==> config.mk <==
export PLATFORM = sky130hd
export DESIGN_NAME = viterbi_byte_fifo
export DESIGN_NICKNAME = d
export VERILOG_FILES = /design/src/rtl/viterbi_byte_fifo.sv
export SDC_FILE = /design/constraint.sdc
export NUM_CORES = 1
export LEC_CHECK = 0
export ABC_AREA = 1
export ABC_CLOCK_PERIOD_IN_PS = 1800
export CAP_MARGIN = 20
export CORE_ASPECT_RATIO = 0.5
export CORE_MARGIN = 8
export CORE_UTILIZATION = 25
export CTS_CLUSTER_SIZE = 30
export DETAILED_ROUTE_END_ITERATION = 8
export PLACE_DENSITY = 0.38
export SYNTH_ARGS = -nofsm -noshare
export SYNTH_HDL_FRONTEND = slang
export SYNTH_SLANG_ARGS = --single-unit
==> constraint.sdc <==
create_clock -name clk -period 1.8 [get_ports clk]
set_input_delay 0.27 -clock clk [delete_from_list [all_inputs] [get_ports clk]]
set_output_delay 0.27 -clock clk [all_outputs]
set_load 0.01 [all_outputs]
==> src/rtl/viterbi_byte_fifo.sv <==
// rtl/viterbi_byte_fifo.sv - FWFT byte FIFO with packet-last tagging after the Viterbi SIPO packer
module viterbi_byte_fifo #(
  parameter int DEPTH     = 16,
  parameter int PKT_BYTES = 4
) (
  input  logic                       clk,
  input  logic                       rst_n,
  input  logic [7:0]                 byte_i,
  input  logic                       byte_valid_i,
  input  logic                       flush_i,
  output logic [7:0]                 m_data_o,
  output logic                       m_valid_o,
  input  logic                       m_ready_i,
  output logic                       m_last_o,
  output logic [$clog2(DEPTH):0]     level_o,
  output logic                       full_o,
  output logic                       empty_o,
  output logic                       overflow_o
);

  localparam int AW = $clog2(DEPTH);
  localparam int LW = AW + 1;
  localparam int PW = (PKT_BYTES > 1) ? $clog2(PKT_BYTES) : 1;

  logic [8:0]    mem_q [DEPTH];
  logic [AW-1:0] wptr_q, wptr_d, rptr_q, rptr_d;
  logic [LW-1:0] level_q, level_d;
  logic [PW-1:0] pcnt_q, pcnt_d;
  logic          full_q, full_d, empty_q, empty_d, valid_q, valid_d, ovf_q, ovf_d;
  logic          pop, push, drop, last_in, wr_en;

  assign pop     = valid_q && m_ready_i;
  assign push    = byte_valid_i && (!full_q || pop);
  assign drop    = byte_valid_i && full_q && !pop;
  assign last_in = (pcnt_q == PW'(PKT_BYTES - 1));
  assign wr_en   = push && !flush_i;

  always_comb begin
    wptr_d  = wptr_q;
    rptr_d  = rptr_q;
    level_d = level_q;
    pcnt_d  = pcnt_q;
    ovf_d   = ovf_q;
    if (flush_i) begin
      wptr_d  = '0;
      rptr_d  = '0;
      level_d = '0;
      pcnt_d  = '0;
      ovf_d   = 1'b0;
    end else begin
      if (push) begin
        wptr_d = wptr_q + 1'b1;
        pcnt_d = last_in ? '0 : pcnt_q + 1'b1;
      end
      if (pop) rptr_d = rptr_q + 1'b1;
      if (push && !pop) level_d = level_q + 1'b1;
      else if (pop && !push) level_d = level_q - 1'b1;
      if (drop) ovf_d = 1'b1;
    end
    // Status flags are registered alongside the level they are decoded from.
    full_d  = (level_d == LW'(DEPTH));
    empty_d = (level_d == '0);
    valid_d = !empty_d;
  end

  always_ff @(posedge clk or negedge rst_n) begin
    if (!rst_n) begin
      wptr_q  <= '0;
      rptr_q  <= '0;
      level_q <= '0;
      pcnt_q  <= '0;
      full_q  <= 1'b0;
      empty_q <= 1'b1;
      valid_q <= 1'b0;
      ovf_q   <= 1'b0;
    end else begin
      wptr_q  <= wptr_d;
      rptr_q  <= rptr_d;
      level_q <= level_d;
      pcnt_q  <= pcnt_d;
      full_q  <= full_d;
      empty_q <= empty_d;
      valid_q <= valid_d;
      ovf_q   <= ovf_d;
    end
  end

  // Storage carries no reset; the head is masked by valid so stale entries never leak out.
  always_ff @(posedge clk) begin
    if (wr_en) mem_q[wptr_q] <= {last_in, byte_i};
  end

  assign m_valid_o  = valid_q;
  assign m_data_o   = valid_q ? mem_q[rptr_q][7:0] : 8'd0;
  assign m_last_o   = valid_q ? mem_q[rptr_q][8]   : 1'b0;
  assign level_o    = level_q;
  assign full_o     = full_q;
  assign empty_o    = empty_q;
  assign overflow_o = ovf_q;

endmodule

==> results, run 1 <==
- The final critical path time including I/O delays and setup is ~2.4 ns.
- The H-tree was split into 4 levels.
- The TritonCTS buffer count is 17.
- After synthesis, the netlist uses 31 different library cells.
- The synthesis-stage register bit count is 163.
- At the end of the flow the core is filled with cells to between 30 and 40%.
- The number of antenna violations at the first check in global routing was 0.
- Counting every net in the synthesized netlist gives 614.
- The design draws roughly 0.011 W.
- The critical path goes through buf_6 -> inv_8 -> buf_12 -> buf_8 -> nor2_1 -> o211ai_1 -> nand3_1 -> a21oi_2 -> buf_2.
- The repair_antennas step left the layout with diodes totalling 0.
- The later-pin clock latency in the skew report is roughly 0.42 ns.
- The path type of the worst min-delay path is input port to async pin.
- The die is approximately 250 um wide.
- TritonCTS built the clock tree.
- The worst endpoint required time is between 1.5 and 2 ns.
- After detailed routing, the number of vias per cell comes to 4.433.
- The clock slew seen by the registers of the worst setup and hold paths is about 0.060 ns.
- The standard cell with the maximum stage delay on the critical path is sky130_fd_sc_hd__dfrtp_2.
- Relative to the synthesized area, the layout overhead comes to 34.52%.
- The predominant post-synthesis flop cell is sky130_fd_sc_hd__edfxtp_1.
- The region available for standard cell placement spans around 0.027 mm^2.
- The checks that failed: negative setup slack.
- The fraction of power spent switching nets is 27.67%.
- The count of clock tree sinks is ~160.
- The pin count of the biggest net entering global routing is 30.
- In this run the power density over the cells is between 1000 and 1500 mW/mm^2.
- The buffer depth of the longest clock path is 2.
- The final weighted congestion in routability-driven placement is 0.7334.
- The critical path starts at rptr_q[0].
- The share of the Yosys chip area taken by registers is between 70% and 80%.
- The initial detailed-routing violation count is roughly 300.
- After detailed routing, the number of remaining DRC violations is 0.
- Data on the critical path arrives at its endpoint at 2.10 ns.
- The dominant cell type by area after synthesis is sky130_fd_sc_hd__edfxtp_1.
- Summed over all nets, the switching power comes to between 0.003 and 0.004 W.
- The maximum VDD drop is 0.7320 mV.
- The area share of the largest cell type after synthesis is a little over three fifths.
- The first global-routing pass estimated between 20 and 30 mm of wire.
- The flow ran to the end, but the final reports show violations.
- The number of placed instances with taps included is 1016.
- In the final routed layout, each cell accounts on average for around 18 um.
- The element type at the critical path start is a flip-flop.
- Measured against its own limit, the worst slew margin works out to approximately three fifths.
- Counting the fill cells in the layout gives 2659.
- Cells with a size suffix above 1 make up between 20 and 30% of the layout.
- The cell with the most instances after synthesis is sky130_fd_sc_hd__edfxtp_1.
- In this run the tool buffered the top-level ports with 30 buffer cells.
- Across all setup checks in the final design, the least slack found is -0.5670 ns.
- Registers take 0.004803 mm^2.
- The worst setup slack after placement is -0.6389 ns.
- The library cell used as clock root buffer is sky130_fd_sc_hd__clkbuf_16.
- The sum of routed wire length over all layers is about 19 mm.
- The finished layout holds around 1100 standard cells, fillers aside.
- The synthesized design contains 144 enable-type register cells.
- The number of max-slew violations in the final report is 0.
- Registers are responsible for between 30% and 40% of the overall power.
- The standby leakage power is approximately 3.4 nW.
- The first detailed-routing pass ran for 5 iterations.
- The area taken by multi-input logic gates is about 0.0019 mm^2.
- The reg-to-reg startpoint is full_o.
- The clock network fraction of design power is 35.7%.
- The mapped netlist covers approximately 0.0068 mm^2.
- Detailed placement finished with a half-perimeter wire length of around 13 mm.
- The number of nets in the layout is 722.
- The final count of negative-setup-slack endpoints is 9.
- The internal portion of total power is 0.007909 W.
- The largest clock skew in the final design is between 0.007 and 0.008 ns.
- Global routing consumed, over all layers together, a little under an eighth of the routing resources.
- The total number of placement rows is 42.
- The largest single stage delay on the critical path is around 0.46 ns.
- In the synthesized netlist the async set-or-reset flop fraction comes to about an eighth.
- The via count of the first global-routing pass was 4801.
- The die outline area is about 0.033 mm^2.
- Summed over all layers, the global routing overflow is 0.
- Across all layers, the routed design uses ~4700 vias.
- Across the run, the number of max-cap violations was 0.
- The total count of hold-check failures in the final report is 0.
- Yosys printed 0 warnings.
- Sorting the synthesized cells by how often they occur yields sky130_fd_sc_hd__edfxtp_1, sky130_fd_sc_hd__nor2_1, sky130_fd_sc_hd__o21ai_0.
- The post-synthesis cell count is 593.
- Dividing the synthesized area by the synthesized cell count gives 11.54 um^2.
- The starting density of the core is between 20% and 30%.
- Hold timing on the final database bottoms out at a slack of around 0.20 ns.
- The type of the worst setup path is flip-flop to output pin.
- Sorting the synthesized cells by area gives the leading types as sky130_fd_sc_hd__edfxtp_1, sky130_fd_sc_hd__nor2_1, sky130_fd_sc_hd__dfrtp_1.
- The slew at the pin with the worst max-slew slack is 0.6082 ns.
- Pin placement for this block handled 31 I/O pins.
- The number of routed nets with antenna violations is 0.
- The endpoint class of the critical path is an output pin.
- Based on the critical path, the design can be clocked at up to 422.5 MHz.
- The fraction of the cycle the final worst path needs is 131.5%.
- Along the worst path, the maximum fanout reaches 7.
- The die boundary height is approximately 130 um.
- Setup repair after global routing could not meet its margin everywhere.
- Combinational cells account for between 20% and 30% of the total power.
-- logic make-up (layout without fill, tap and decap cells) --
family | after synthesis | in the layout | share of synthesized area [%]
flip-flops | 163 | 163 | 70.18
buffers and inverters | 64 | 185 | 4.079
adder cells (fa/ha/maj) | 8 | 8 | 1.463
AO/OA/AOI/OAI | 122 | 122 | 9.713
AND/OR/NAND/NOR | 236 | 236 | 14.56
-- what timing repair did --
item | CTS | global route
resized for setup | 96 | 33
cloned | 4 | 2
pin swaps | 29 | 21
setup endpoints to repair | 15 | 122
hold endpoints to repair | 0 | 0
hold buffers | 0 | 0
buffers inserted | 15 | 0
-- placed cells by master, fill, tap and decap left out, types with 4 or more instances in the layout --
cell                              count
sky130_fd_sc_hd__a21oi_1             11
sky130_fd_sc_hd__a21oi_2             10
sky130_fd_sc_hd__buf_12              11
sky130_fd_sc_hd__buf_2                8
sky130_fd_sc_hd__buf_4               60
sky130_fd_sc_hd__buf_6                9
sky130_fd_sc_hd__buf_8                4
sky130_fd_sc_hd__bufinv_16            4
sky130_fd_sc_hd__clkbuf_16           19
sky130_fd_sc_hd__clkdlybuf4s50_1     20
sky130_fd_sc_hd__dfrtp_1             16
sky130_fd_sc_hd__edfxtp_1           144
sky130_fd_sc_hd__ha_1                 8
sky130_fd_sc_hd__inv_1               26
sky130_fd_sc_hd__inv_2                5
sky130_fd_sc_hd__nand2_1             33
sky130_fd_sc_hd__nand2_2              4
sky130_fd_sc_hd__nand3_1             35
sky130_fd_sc_hd__nand3_2             10
sky130_fd_sc_hd__nor2_1             120
sky130_fd_sc_hd__nor2_2              13
sky130_fd_sc_hd__nor2_4               4
sky130_fd_sc_hd__nor3_1               9
sky130_fd_sc_hd__o211ai_1            17
sky130_fd_sc_hd__o21ai_0             54
sky130_fd_sc_hd__o21ai_1             22
sky130_fd_sc_hd__o21ai_2              4
-- final timing paths --
path | to | slack (ns) | cells past startpoint
min in group clk | pcnt_q[0] | 0.51 | 1
hold / removal | level_o[2] | 0.20 | 2
max in group asynchronous | empty_o | 1.32 | 2
setup reg to reg | mem_q[5][3] | 0.15 | 6
setup / recovery | m_data_o[6] | -0.57 | 9
hold reg to reg | pcnt_q[0] | 0.51 | 1
-- sequential cells by signal (all words and copies together), names as in the netlist --
signal,count
full_o,1
rptr_q,4
wptr_q,4
pcnt_q,2
mem_q,144
m_valid_o,1
empty_o,1
level_o,5
overflow_o,1
-- metal layers --
| layer | GRT usage (%) | part of all wire, % |
|---|---|---|
| met5 | 0 | 0 |
| met4 | 3.315 | 0.84 |
| met3 | 2.697 | 3.3 |
| met2 | 17.90 | 44 |
| met1 | 16.30 | 52 |
-- worst max-delay path, delay by kind of cell (launching register included) --
kind / cells / cell delay, ns
simple gates: 2 / 0.20
buf+inv: 5 / 0.60
flops: 1 / 0.46
compound gates: 2 / 0.41
-- per-stage QoR --
stage,TNS (ns),cell area [um^2]
floorplan,-21.51,6845
global placement,-50.01,8070
detailed placement,-51.91,8070
CTS,-4.688,9071
global route,-5.344,9201
finish,-4.422,9201
-- power groups by stage --
stage / sequential, W / clock [W] / combinational (W)
floorplan: 0.00438 / 0 / 0.00111
global placement: 0.00438 / 0 / 0.00225
detailed placement: 0.00438 / 0 / 0.00224
CTS: 0.00430 / 0.00399 / 0.00265
global route: 0.00431 / 0.00413 / 0.00299
finish: 0.00430 / 0.00391 / 0.00273
-- final cells by class --
type                    count  area share [%]
flip-flops and latches    163           52.20
multi-input cells         366           21.09
repair buffers            119           13.58
clock buffers              23           5.194
well taps                 352           4.787
clock inverters             9           1.673
inverters                  34           1.469
No activity file was read; power rests on OpenSTA's default activity.
==> inputs of run 2 (changes only) <==
- CELL_PAD_IN_SITES_DETAIL_PLACEMENT: unset -> 1
- CELL_PAD_IN_SITES_GLOBAL_PLACEMENT: unset -> 1
- PLACE_DENSITY: 0.38 -> 0.45
- SLEW_MARGIN: unset -> 20
==> results, run 2 (synthesis gave the netlist of run 1 again) <==
- The maximum VDD drop is between 0.6 and 0.7 mV.
- The number of flip-flops in the largest register is 144.
- CTS built an H-tree with a depth of 4.
- Setup violations remaining at the end of the flow were counted as 9.
- In the layout the commonest cells are sky130_fd_sc_hd__edfxtp_1, sky130_fd_sc_hd__nor2_1, sky130_fd_sc_hd__buf_4, sky130_fd_sc_hd__o21ai_0, sky130_fd_sc_hd__nand2_1.
- The die outline area is about 0.033 mm^2.
- In this run, the number of DRC markers left after iteration 0 of detailed routing was 323.
- The slew at the pin with the worst max-slew slack is around 0.62 ns.
- The first global-routing pass estimated 32.80 mm of wire.
- The fraction of the cycle the final worst path needs is 131.8%.
- The via count of the first global-routing pass came to 5139.
- The element type at the critical path start is a flip-flop.
- mem_q holds more flip-flops than any other register.
- The register-to-register setup slack is roughly 0.13 ns.
- The total count of hold-check failures in the final report was 0.
- The number of top-level pins is 31.
- At the end of the flow, the number of nets in the layout was 722.
- The analysis attributes to cell leakage a power of 3.349 nW.
- The TritonCTS buffer count is 17.
- The signed area change from the synthesized netlist to the final layout is 33.00%.
- The number of hold buffers added after CTS was 0.
- Counting both buffers and inverters, the worst setup path holds a total of 4.
- The number of antenna diodes in the final layout is 0.
- The via count normalized by instance count is roughly 4.6.
- Setup repair after global routing could not meet its margin everywhere.
- The buffer depth of the longest clock path is 2.
- The largest fanout of any net on the critical path is 7.
- After clock tree synthesis, the clock-pin slew on the worst setup and hold paths is around 0.06 ns.
- Counting I/O delays and the setup requirement, the final critical path takes around 2.4 ns.
- For this design, the slowest cell found on the critical path is sky130_fd_sc_hd__dfrtp_4.
- The worst path arrival time is about 2.1 ns.
- The top achievable clock speed is approximately 420 MHz.
- The endpoint class of the critical path is an output pin.
- The final weighted congestion in routability-driven placement is a little under 0.8.
- The die boundary height is ~130 um.
- The number of detailed-route iterations in the first pass is 5.
- In the final routed layout, each cell accounts on average for between 20 and 25 um.
- The number of max-slew violations in the final report came to 0.
- The min-delay analysis places its worst path in the category input port to async pin.
- For this run, design rule violations remaining after detail routing come to 0.
- Measured against its own limit, the worst slew margin works out to between 50% and 60%.
- Summing over every cut layer, the via total after detailed routing is about 5000.
- The number of inserted filler cells in the final layout is about 2900.
- The CTS tree is built.
- The largest clock skew in the final design is 0.009457 ns.
- The worst setup slack after placement is -0.7467 ns.
- In this run the clock root is driven by a sky130_fd_sc_hd__clkbuf_16.
- The flow ran to the end, but the final reports show violations.
- The count of cells in the finished layout, fillers not included, comes to between 1000 and 1500.
- Dividing total power by cell area gives a power density of between 1000 and 1500 mW/mm^2.
- Among cell families on the critical path, the largest total delay comes from buffers and inverters.
- The number of antenna violations at the first check in global routing is 1.
- The design draws between 0.01 and 0.015 W.
- The number of routed nets with antenna violations is 0.
- The worst endpoint required time is 1.53 ns.
- The floorplan step set the die width to approximately 250 um.
- The later pin in the worst-skew pair is clocked with a latency of 0.45 ns.
- The count of max-cap constraint violations is 0.
- The final reports fail on negative setup slack.
- The sum of routed wire length over all layers is 21.73 mm.
- The type of the worst setup path is flip-flop to output pin.
- In the final layout, the share of cells above drive strength 1 is 25.63%.
- For this run the aggregate overflow at the end of global routing stands at 0.
- Setup slack on the critical path of the routed design comes to -0.5731 ns.
- Global routing consumed, over all layers together, about an eighth of the routing resources.
- The count of clock tree sinks is 163.
- On the worst path, the slowest cell contributes a delay of between 0.5 and 0.6 ns.
- Traced cell by cell, the critical path runs through clkbuf_16 -> buf_6 -> nand2_1 -> a21oi_1 -> buf_4 -> o21ai_4 -> nand3_2 -> a21oi_2 -> buf_2.
- The starting density of the core is between 20% and 30%.
- The count of buffers added on input and output ports is 30.
- In this run the core area contains 42 standard-cell rows.
- Entering global routing, the biggest net connects 40 pins.
- The total area inside the core boundary comes to between 0.02 and 0.03 mm^2.
- The most common cell after layout, fill and taps aside is sky130_fd_sc_hd__edfxtp_1.
- The estimated wirelength of the detail-placed design is between 10 and 15 mm.
- The number of placed instances, taps included, is about 1000.
## run 2: per-stage QoR
step / util [%] / hold slack (ns) / area [um^2] / TNS [ns]
after floorplan: - / -0.02559 / 6845 / -21.51
after global placement: 30.49 / 0.4875 / 8123 / -39.02
after detailed placement: 30.49 / 0.4927 / 8123 / -43.88
after CTS: 33.60 / 0.1597 / 8952 / -4.999
after global routing: 34.15 / 0.1911 / 9097 / -5.792
final: 34.15 / 0.1634 / 9097 / -4.743
## run 2: area by class of cell
| type | instances | area [um^2] | share of cell area [%] |
|---|---|---|---|
| clock buffer | 17 | 425.4 | 4.676 |
| inverter | 34 | 132.6 | 1.458 |
| timing repair buffer | 119 | 1267 | 13.93 |
| tap | 352 | 440.4 | 4.841 |
| clock inverter | 15 | 73.82 | 0.8114 |
| sequential | 163 | 4807 | 52.84 |
| multi-input combinational | 366 | 1951 | 21.44 |
## run 2: path summary, 6_finish.rpt
kind                               endpoint  cells after the start  startpoint
worst max-delay path            m_data_o[2]                      9   rptr_q[0]
worst min-delay path             level_o[1]                      2       rst_n
worst max register to register  mem_q[7][0]                      6      full_o
worst min register to register    pcnt_q[0]                      1   pcnt_q[0]
max in group asynchronous           empty_o                      2       rst_n
min in group clk                  pcnt_q[0]                      1   pcnt_q[0]
## run 2: power by group
part	switching, W	internal [W]	leakage, nW
Clock	0.00152	0.00171	0.251
Sequential	0.0000947	0.00423	1.55
Combinational	0.00151	0.00119	1.55
## run 2: worst reg2reg max path, stage by stage, from the launching register on
cell and delay, ns:
sky130_fd_sc_hd__dfrtp_1 0.41, sky130_fd_sc_hd__inv_1 0.11, sky130_fd_sc_hd__o21ai_2 0.09, sky130_fd_sc_hd__nor2_4 0.13
sky130_fd_sc_hd__inv_2 0.12, sky130_fd_sc_hd__nor3_4 0.21, sky130_fd_sc_hd__clkdlybuf4s15_2 0.31
## run 2: routing by layer
| metal | global-route usage, % | up-vias | share of wire, % |
|---|---|---|---|
| met5 | 0 | - | 0 |
| met4 | 2.993 | 0 | 0.70 |
| met3 | 3.869 | 14 | 3.8 |
| met2 | 21.11 | 75 | 45 |
| met1 | 17.90 | 2466 | 50 |
| li1 | - | 2311 | - |
## run 2: timing repair
item	4_1_cts	5_1_grt
pin swaps	29	26
resized for setup	94	35
cloned	5	4
setup endpoints to repair	19	109
setup buffers	11	0
hold endpoints to repair	0	0
==> inputs of run 3 (changes only) <==
--- a/config.mk
+++ b/config.mk
@@ -17,2 +17,3 @@
 export DETAILED_ROUTE_END_ITERATION = 8
+export GPL_TIMING_DRIVEN = 0
 export PLACE_DENSITY = 0.45
==> constraint.sdc (replaced) <==
create_clock -name clk -period 1.8 [get_ports clk]
set_input_delay 0.36 -clock clk [delete_from_list [all_inputs] [get_ports clk]]
set_output_delay 0.36 -clock clk [all_outputs]
set_load 0.01 [all_outputs]
==> results, run 3 (synthesis gave the netlist of run 1 again) <==
- VDD sags by at most ~0.76 mV.
- Max-cap violations in this run came to 0.
- The worst path arrival time is about 2.2 ns.
- The critical path crosses 9 cells after its start point.
- The die boundary height is between 100 and 150 um.
- The total number of placement rows is 42.
- The die outline area is 0.03323 mm^2.
- After routing the design area is between 0.009 and 0.01 mm^2.
- For this run, the post-layout net count is slightly above 700.
- The total count of hold-check failures in the final report is 0.
- During placement, the flow inserted port buffers numbering 30.
- Detailed routing inserted a total of 4964 vias.
- The flow ran to the end, but the final reports show violations.
- Setup total negative slack on the finished layout was measured at -6.575 ns.
- The endpoint identified for the worst register-to-register timing path is mem_q[12][8].
- Entering global routing, the biggest net connects 20 pins.
- Once detail routing completed, the nets flagged for antenna violations numbered 0.
- For the pin with the worst max-slew slack, the measured transition is approximately 0.94 ns.
- Dividing the final minimum period by the clock period gives 143.2%.
- The top achievable clock speed is between 300 and 400 MHz.
- The number of antenna violations at the first check in global routing is 0.
- The most common cell after layout, fill and taps aside is sky130_fd_sc_hd__edfxtp_1.
- The gate family responsible for the most delay along the worst path is buffers and inverters.
- The number of inserted filler cells in the final layout is about 2900.
- TritonCTS built the clock tree.
- For the worst-skew pair, the clock arrives at the later sink with an insertion delay of between 0.4 and 0.5 ns.
- For this run, the number of standard cells in the final layout without fillers is ~1100.
- The worst pin sits at a relative slew slack of a little under two fifths.
- The via count normalized by instance count is about 4.7.
- The TritonCTS buffer count is 17.
- The total congestion overflow is 0.
- Before CTS, the worst setup slack after placement is -1.281 ns.
- The floorplan step set the die width to about 250 um.
- The total DRC errors in the routed layout is 0.
- The cell area power density is between 1000 and 1500 mW/mm^2.
- The number of placed instances with taps included is just under 1000.
- For the worst setup path, the data required time is 1.44 ns.
- The library cell used as clock root buffer is sky130_fd_sc_hd__clkbuf_16.
- Compared with the post-synthesis result, the final layout area differs by 36.24%.
- At the end of routability-driven placement, the weighted congestion stood at 0.7326.
- The number of max-slew violations in the final report is 0.
- Measured in cells, the most critical reg-to-reg path has a length of 10.
- The launch point of the critical path is rptr_q[0].
- The first-pass GRT wire length is roughly 34 mm.
- The top cell types in the final layout, fill and taps aside, are sky130_fd_sc_hd__edfxtp_1, sky130_fd_sc_hd__nor2_1, sky130_fd_sc_hd__o21ai_0, sky130_fd_sc_hd__nand3_1, sky130_fd_sc_hd__nand2_1.
- The first TritonRoute pass finished after 4 iterations.
- The final worst-path setup slack is -0.7782 ns.
- The worst register-to-register path begins at m_valid_o.
- The register-to-register setup slack is 0.05 ns.
- The capture point of the critical path is m_data_o[1].
- The number of top-level pins is 31.
- In this run the deepest clock path goes through 2 buffers.
- In the final routed layout, each cell accounts on average for between 20 and 25 um.
- The starting density of the core is 25.67%.
- Subtracting the final worst setup slack from the clock period gives around 2.6 ns.
- The slowest stage of the critical path is the sky130_fd_sc_hd__dfrtp_1 cell.
- The global router's overall resource usage is between 10 and 15%.
- More flip-flops sit in one register than any other, and that register is mem_q.
- After clock tree synthesis, the clock-pin slew on the worst setup and hold paths is about 0.06 ns.
- On the worst path, the slowest cell contributes a delay of roughly 0.4 ns.
- Across all hold checks on the routed design, the worst slack comes to 0.4402 ns.
- STA classifies the critical path startpoint as a flip-flop.
- The register with the most flip-flops in the layout has approximately 140 of them.
- In this design, the critical path's most frequently occurring cell is sky130_fd_sc_hd__buf_12.
- Together, buffers and inverters on the worst path number 5.
- The clock net in this run drives a total of 163 sinks.
- CTS built an H-tree with a depth of 4.
- Setup violations remaining at the end of the flow were counted as 9.
- The area of the placeable core is approximately 0.027 mm^2.
- The largest clock skew in the final design is a little under 0.01 ns.
- Setup repair after global routing could not meet its margin everywhere.
- Of all nets on the critical path, the largest fanout is 5.
- After detailed placement, the total cell area comes to approximately 0.0077 mm^2.
- The wire-length estimate of the detail-placed layout is between 15 and 20 mm.
- The detailed router finished its first iteration with approximately 500 violations.
- The via count of the first global-routing pass came to roughly 5000.
- The final reports fail on negative setup slack.
- The repair_antennas step left the layout with diodes totalling 0.
- STA classifies the critical path endpoint as an output pin.
- The critical path is of the flip-flop to output pin type.
- The sum of routed wire length over all layers is ~24 mm.
- The path type of the worst min-delay path is input port to async pin.
- The signal on the critical path passes through buf_6 -> inv_8 -> buf_12 -> buf_12 -> nor2_2 -> o211ai_1 -> nand3_1 -> a21oi_2 -> buf_2.
- In this run the static leakage power is 3.403 nW.
- The fraction of final layout cells with drive strength greater than 1 is a little over a quarter.
[run 3: cell types whose count changed in the layout (fill, tap and decap cells not counted), sizes merged]
cell and delta:
buf -16, clkbuf +13, clkinv -8, clkdlybuf4s50 -6, dlygate4sd2 +5, bufinv +3
clkinvlp +1
[run 3: final cells by class]
class,count,area (um^2),share of cell area (%)
Clock inverter,11,135.1,1.450
Sequential cell,163,4805,51.56
Multi-Input combinational cell,366,2074,22.26
Clock buffer,21,440.4,4.726
Tap cell,352,440.4,4.726
Inverter,34,147.6,1.584
Timing Repair Buffer,81,910.9,9.774
Buffer,30,365.4,3.921
[run 3: report_power, final]
| group | switching [W] | total, W | internal (W) |
|---|---|---|---|
| Sequential | 0.0000735 | 0.00430 | 0.00423 |
| Combinational | 0.00170 | 0.00291 | 0.00121 |
| Clock | 0.00153 | 0.00369 | 0.00217 |
[run 3: metrics by stage]
step	power [W]	util, %
finish	0.01091	34.98
global route	0.01139	34.98
CTS	0.01077	33.89
detailed placement	0.006538	28.88
global placement	0.006519	28.47
floorplan	0.005494	-
[run 3: how the worst min path moves through the flow]
stage	start	end	slack, ns	depth (start not counted)
global route	rst_n	level_o[2]	0.51	1
detailed placement	overflow_o	overflow_o	0.50	2
finish	rst_n	overflow_o	0.44	1
global placement	overflow_o	overflow_o	0.48	2
floorplan	rst_n	full_o	0.06	0
CTS	rst_n	level_o[2]	0.48	1
[run 3: layer usage]
layer  track usage (%)  share of wire, %
met5                 0                 0
met4             3.701               1.3
met3             3.830               6.1
met2             21.27                44
met1             20.31                49
[run 3: what timing repair did]
action,CTS,global route
endpoints found under the setup margin,159,114
resized for setup,178,49
cloned,4,1
pin swaps,36,42
buffers inserted,25,13
hold buffers,0,0
